$ cat src/rtl/alu_issue_ctrl.sv
// alu_issue_ctrl: issues MIPS R-type instructions from an internal register file to a combinational ALU and writes results back.
// Optional feature macro ALU_RESULT_CHECK_EN: reference model flags ALU result mismatches on chk_err.
module alu_issue_ctrl #(
  parameter int NREG = 32,
  parameter int DW   = 32
) (
  input  logic          clk,
  input  logic          rst,
  input  logic          instr_valid,
  output logic          instr_ready,
  input  logic [31:0]   instr,
  input  logic          cfg_we,
  input  logic [4:0]    cfg_addr,
  input  logic [DW-1:0] cfg_data,
  output logic [5:0]    alu_ctl,
  output logic [DW-1:0] alu_a,
  output logic [DW-1:0] alu_b,
  input  logic [DW-1:0] alu_result,
  output logic          wb_valid,
  output logic [4:0]    wb_rd,
  output logic [DW-1:0] wb_data,
  output logic          illegal,
  output logic          chk_err
);

  localparam logic [5:0] F_ADD  = 6'd32;
  localparam logic [5:0] F_ADDU = 6'd33;
  localparam logic [5:0] F_SUB  = 6'd34;
  localparam logic [5:0] F_SUBU = 6'd35;
  localparam logic [5:0] F_AND  = 6'd36;
  localparam logic [5:0] F_OR   = 6'd37;
  localparam logic [5:0] F_SLT  = 6'd42;

  typedef enum logic [1:0] {S_IDLE, S_DECODE, S_EXEC, S_WB} state_t;

  state_t        state_r;
  logic          ready_r;
  logic [5:0]    op_r;
  logic [5:0]    funct_r;
  logic [4:0]    rd_r;
  logic [DW-1:0] opa_r;
  logic [DW-1:0] opb_r;
  logic [DW-1:0] result_r;
  logic [5:0]    alu_ctl_r;
  logic [DW-1:0] alu_a_r;
  logic [DW-1:0] alu_b_r;
  logic          wb_valid_r;
  logic [4:0]    wb_rd_r;
  logic [DW-1:0] wb_data_r;
  logic          illegal_r;
  logic [DW-1:0] rf_r [NREG];

  logic          accept_s;
  logic          rf_we_s;
  logic [4:0]    rf_waddr_s;
  logic [DW-1:0] rf_wdata_s;
  logic          unused_s;

  function automatic logic is_legal(input logic [5:0] op, input logic [5:0] fn);
    logic ok;
    case (fn)
      F_ADD, F_ADDU, F_SUB, F_SUBU, F_AND, F_OR, F_SLT: ok = 1'b1;
      default: ok = 1'b0;
    endcase
    return (op == 6'd0) && ok;
  endfunction

  // The ALU only implements the wrapping forms; unsigned variants alias them.
  function automatic logic [5:0] map_ctl(input logic [5:0] fn);
    logic [5:0] ctl;
    case (fn)
      F_ADDU:  ctl = F_ADD;
      F_SUBU:  ctl = F_SUB;
      default: ctl = fn;
    endcase
    return ctl;
  endfunction

  assign instr_ready = ready_r && !cfg_we;
  assign accept_s    = instr_valid && instr_ready;
  assign unused_s    = ^instr[10:6];

  assign alu_ctl  = alu_ctl_r;
  assign alu_a    = alu_a_r;
  assign alu_b    = alu_b_r;
  assign wb_valid = wb_valid_r;
  assign wb_rd    = wb_rd_r;
  assign wb_data  = wb_data_r;
  assign illegal  = illegal_r;

`ifdef ALU_RESULT_CHECK_EN
  logic chk_err_r;

  function automatic logic [DW-1:0] ref_result(input logic [5:0] ctl,
                                               input logic [DW-1:0] a,
                                               input logic [DW-1:0] b);
    logic [DW-1:0] r;
    case (ctl)
      F_ADD:   r = a + b;
      F_SUB:   r = a - b;
      F_AND:   r = a & b;
      F_OR:    r = a | b;
      F_SLT:   r = {{(DW-1){1'b0}}, ($signed(a) < $signed(b))};
      default: r = {DW{1'b0}};
    endcase
    return r;
  endfunction

  assign chk_err = chk_err_r;
`else
  assign chk_err = 1'b0;
`endif

  // Register-file write port: preload in IDLE, write-back in WB (entry 0 never written).
  always_comb begin
    rf_we_s    = 1'b0;
    rf_waddr_s = cfg_addr;
    rf_wdata_s = cfg_data;
    case (state_r)
      S_IDLE: begin
        if (cfg_we && (cfg_addr != 5'd0)) begin
          rf_we_s = 1'b1;
        end else begin
          rf_we_s = 1'b0;
        end
      end
      S_WB: begin
        rf_waddr_s = rd_r;
        rf_wdata_s = result_r;
        if (rd_r != 5'd0) begin
          rf_we_s = 1'b1;
        end else begin
          rf_we_s = 1'b0;
        end
      end
      default: rf_we_s = 1'b0;
    endcase
  end

  // Register file storage, cleared by reset.
  always_ff @(posedge clk or posedge rst) begin
    if (rst) begin
      for (int i = 0; i < NREG; i++) begin
        rf_r[i] <= {DW{1'b0}};
      end
    end else if (rf_we_s) begin
      rf_r[rf_waddr_s] <= rf_wdata_s;
    end
  end

  // Issue FSM with registered ALU drive, write-back and status pulses.
  always_ff @(posedge clk or posedge rst) begin
    if (rst) begin
      state_r    <= S_IDLE;
      ready_r    <= 1'b0;
      op_r       <= 6'd0;
      funct_r    <= 6'd0;
      rd_r       <= 5'd0;
      opa_r      <= {DW{1'b0}};
      opb_r      <= {DW{1'b0}};
      result_r   <= {DW{1'b0}};
      alu_ctl_r  <= 6'd0;
      alu_a_r    <= {DW{1'b0}};
      alu_b_r    <= {DW{1'b0}};
      wb_valid_r <= 1'b0;
      wb_rd_r    <= 5'd0;
      wb_data_r  <= {DW{1'b0}};
      illegal_r  <= 1'b0;
`ifdef ALU_RESULT_CHECK_EN
      chk_err_r  <= 1'b0;
`endif
    end else begin
      wb_valid_r <= 1'b0;
      illegal_r  <= 1'b0;
`ifdef ALU_RESULT_CHECK_EN
      chk_err_r  <= 1'b0;
`endif
      case (state_r)
        S_IDLE: begin
          if (accept_s) begin
            op_r    <= instr[31:26];
            rd_r    <= instr[15:11];
            funct_r <= instr[5:0];
            opa_r   <= rf_r[instr[25:21]];
            opb_r   <= rf_r[instr[20:16]];
            ready_r <= 1'b0;
            state_r <= S_DECODE;
          end else begin
            ready_r <= 1'b1;
            state_r <= S_IDLE;
          end
        end
        S_DECODE: begin
          if (is_legal(op_r, funct_r)) begin
            alu_ctl_r <= map_ctl(funct_r);
            alu_a_r   <= opa_r;
            alu_b_r   <= opb_r;
            ready_r   <= 1'b0;
            state_r   <= S_EXEC;
          end else begin
            illegal_r <= 1'b1;
            ready_r   <= 1'b1;
            state_r   <= S_IDLE;
          end
        end
        S_EXEC: begin
          result_r <= alu_result;
          ready_r  <= 1'b0;
          state_r  <= S_WB;
        end
        S_WB: begin
          wb_valid_r <= 1'b1;
          wb_rd_r    <= rd_r;
          wb_data_r  <= result_r;
`ifdef ALU_RESULT_CHECK_EN
          chk_err_r  <= (ref_result(alu_ctl_r, alu_a_r, alu_b_r) != result_r);
`endif
          ready_r    <= 1'b1;
          state_r    <= S_IDLE;
        end
        default: begin
          ready_r <= 1'b0;
          state_r <= S_IDLE;
        end
      endcase
    end
  end

endmodule
$ cat config.mk
export PLATFORM = sky130hd
export DESIGN_NAME = alu_issue_ctrl
export DESIGN_NICKNAME = d
export VERILOG_FILES = /design/src/rtl/alu_issue_ctrl.sv
export SDC_FILE = /design/constraint.sdc
export NUM_CORES = 2
export LEC_CHECK = 0
export ABC_AREA = 1
export CORE_ASPECT_RATIO = 0.75
export CORE_MARGIN = 2
export CORE_UTILIZATION = 30
export DETAILED_ROUTE_END_ITERATION = 10
export PLACE_DENSITY = 0.43
export SKIP_CTS_REPAIR_TIMING = 1
export SLEW_MARGIN = 20
export SYNTH_ARGS = -nofsm -noshare
export SYNTH_HDL_FRONTEND = slang
export SYNTH_SLANG_ARGS = --single-unit
$ cat constraint.sdc
create_clock -name clk -period 48 [get_ports clk]
set_input_delay 9.6 -clock clk [delete_from_list [all_inputs] [get_ports clk]]
set_output_delay 9.6 -clock clk [all_outputs]
set_load 0.005 [all_outputs]
==> qor.yml <==
run_status:
  outcome: "finished clean"
detailed_routing:
  drc: 0
  wl_mm: 293
  wl_per_cell_um: 23.8
  via_per_inst: 5.27
  drt_iter0_markers: 7634
  drtAntennaViolNets: 0
  first_pass_iters: 8
  routed-via-count: 65100
logic_synthesis:
  synth.most_common_cell: "nand2_1"
  synth.top_cell.area_share: 0.469
  synth-edff-count: 0
  ys_top_cells_by_area: "dfrtp_1, nand2_1, nand3_1, o21ai_0, clkbuf_1"
  synth_warnings: 0
  ys.flop_type: "dfrtp_1"
  syn_inst: 9581
  async_flop_share: 1.00
  ys_seq_elements: 1249
  synth_seq_area_share: 0.469
  synth.distinct_cells: 36
  yosys.area.top_type: "dfrtp_1"
  syn-num-nets: 9690
  avgSynthCellArea_sq_um: 6.95
  yosys-top-cells-count: "nand2_1, nand3_1, dfrtp_1, o21ai_0, clkbuf_1"
  synth_area_sq_um: 66600
timing:
  final.period_utilization: 0.425
  skew_ps: 50.5
  tightest_slew_ps: 1230
  fin_crit_ps: 20390
  rsz0062_at_grt: "no"
  slew_headroom: 0.183
  fin_tns_setup_ps: 0
  hold_viol_final: 0
  setup_viol: 0
  max_clock_freq_mhz: 49.0
  slew_viol_final: 0
clocking:
  root_buffer: "clkbuf_16"
  cts_made_buffers: 157
  cts.path.max_buffers: 4
  cts-htree-levels: 4
  path_clk_slew_ps: 60
  cts_tree: "done"
  clkSinkCount: 1249
  clock_latency_ps: 840
power:
  combPwrFrac: 0.187
  swShare: 0.320
  leakage_nw: 35.6
  powerDensity_nw_per_um2: 43.0
  p_clk_frac: 0.379
  peakVddDrop_mv: 0.0284
  switchingPower_mw: 1.04
  seqPwrFrac: 0.434
  p_int_mw: 2.21
  power_mw: 3.25
run:
  cap_viol_max_count: 0
floorplanning:
  coreArea_sq_um: 220000
  start_util: 0.302
  dieArea_sq_um: 226000
  io-pin-count: 216
  die_y_um: 412
  die_x_um: 548
  rows: 149
cells_and_area:
  fillers: 23600
  drive_gt1_frac: 0.0486
  syn2layout_area_growth_pct: 13.3
  nNetsFinal: 9386
hold_path:
  min_from: "result_r[24]"
  hold_class: "flop to flop"
  hold_end: "result_r[24]"
  hold_depth: 2
worst_setup_path:
  path_max_fanout: 2
  cp.required_ps: 38400
  critPathArrivalTime_ps: 10790
  reg2reg_depth: 14
  critPathLaunchType: "primary input"
  r2r_slack_ps: 43460
  rr_endpoint: "rf_r[982]"
  endpoint_kind: "primary output"
  path_class: "primary input to primary output"
grt:
  antenna_found_initial: 2
  grt_remaining_overflow: 0
  grt_pass1_vias: 63600
  grt_max_degree: 173
  grt_pass1_wl_mm: 435
  grt_usage: 0.255
placed_design:
  port_buffers: 209
  dpl.hpwl_mm: 165
  gp_congestion: 0.867
## placed cells by master (no fill, tap or decap), drive strengths merged
cell type,Yosys,routed
a21oi,1,1
and3,1,1
buf,213,144
bufinv,0,15
clkbuf,593,228
clkdlybuf4s50,0,199
clkinv,1,28
clkinvlp,0,1
conb,1,1
dfrtp,1249,1249
diode,0,2
ha,4,4
inv,136,135
nand2,4584,4584
nand3,1740,1740
nand4,6,6
nor2,38,38
nor3,6,6
o21a,1,1
o21ai,1005,1005
o41ai,1,1
or2,1,1
## how the worst max path moves through the flow
stage,startpoint,end,depth (start not counted)
finish,cfg_we,instr_ready,3
global route,cfg_we,instr_ready,3
CTS,cfg_we,instr_ready,3
detailed placement,cfg_we,instr_ready,3
global placement,cfg_we,instr_ready,3
floorplan,rst,async pin,1
## kinds of logic after synthesis
family,Yosys count,synth area share
flops,1249,0.469
other cells,1,0.0000563
compound gates,1008,0.0762
buf+inv,943,0.0573
fa+ha+maj,4,0.000751
simple gates,6376,0.397
## critical path: stages
cell and delay (ps):
clkdlybuf4s50_1 420, nor2_1 220, clkdlybuf4s50_1 550
## metal layers
layer  vias up  part of all wire  GRT usage
met5         -                 0          0
met4         0             0.046      0.111
met3       574             0.060     0.0295
met2      2552              0.46      0.416
met1     31600              0.43      0.340
li1      30300                 -          -
## area by class of cell
class | instances | area [sq um] | area share
Tap cell | 2944 | 3680 | 0.0488
Antenna cell | 2 | 5.00 | 0.0000663
Multi-Input combinational cell | 7389 | 31700 | 0.419
Timing Repair Buffer | 343 | 3170 | 0.0420
Sequential cell | 1249 | 31300 | 0.414
Clock inverter | 42 | 614 | 0.00814
Clock buffer | 228 | 4530 | 0.0600
Inverter | 137 | 582 | 0.00771
## through the flow
step	util	worst slack, ps	cells	hold WS (ps)	instance area, sq um
floorplan	-	3200	9581	442	66600
finish	0.343	27610	12300	468	75500
detailed placement	0.319	27610	12100	458	70400
CTS	0.343	27600	12300	473	75500
global placement	0.319	27600	12100	452	70400
global route	0.343	27540	12300	485	75500
## power by group through the flow
stage | combinational, mW | sequential [mW] | clock [mW]
5_1_grt | 0.694 | 1.44 | 1.31
3_5_place_dp | 0.611 | 1.42 | 0
6_report | 0.607 | 1.41 | 1.23
4_1_cts | 0.612 | 1.41 | 1.26
3_3_place_gp | 0.603 | 1.42 | 0
2_1_floorplan | 0.416 | 1.39 | 0
## flip-flops by register name, indices dropped and copies added (netlist names), 6 cells and up, named ones only
signal / cells
rf_r: 1024
alu_a: 32
alu_b: 32
opa_r: 32
opb_r: 32
result_r: 32
wb_data: 32
alu_ctl: 6
funct_r: 6
op_r: 6
Note: power is estimated with default switching activity, not from simulation.
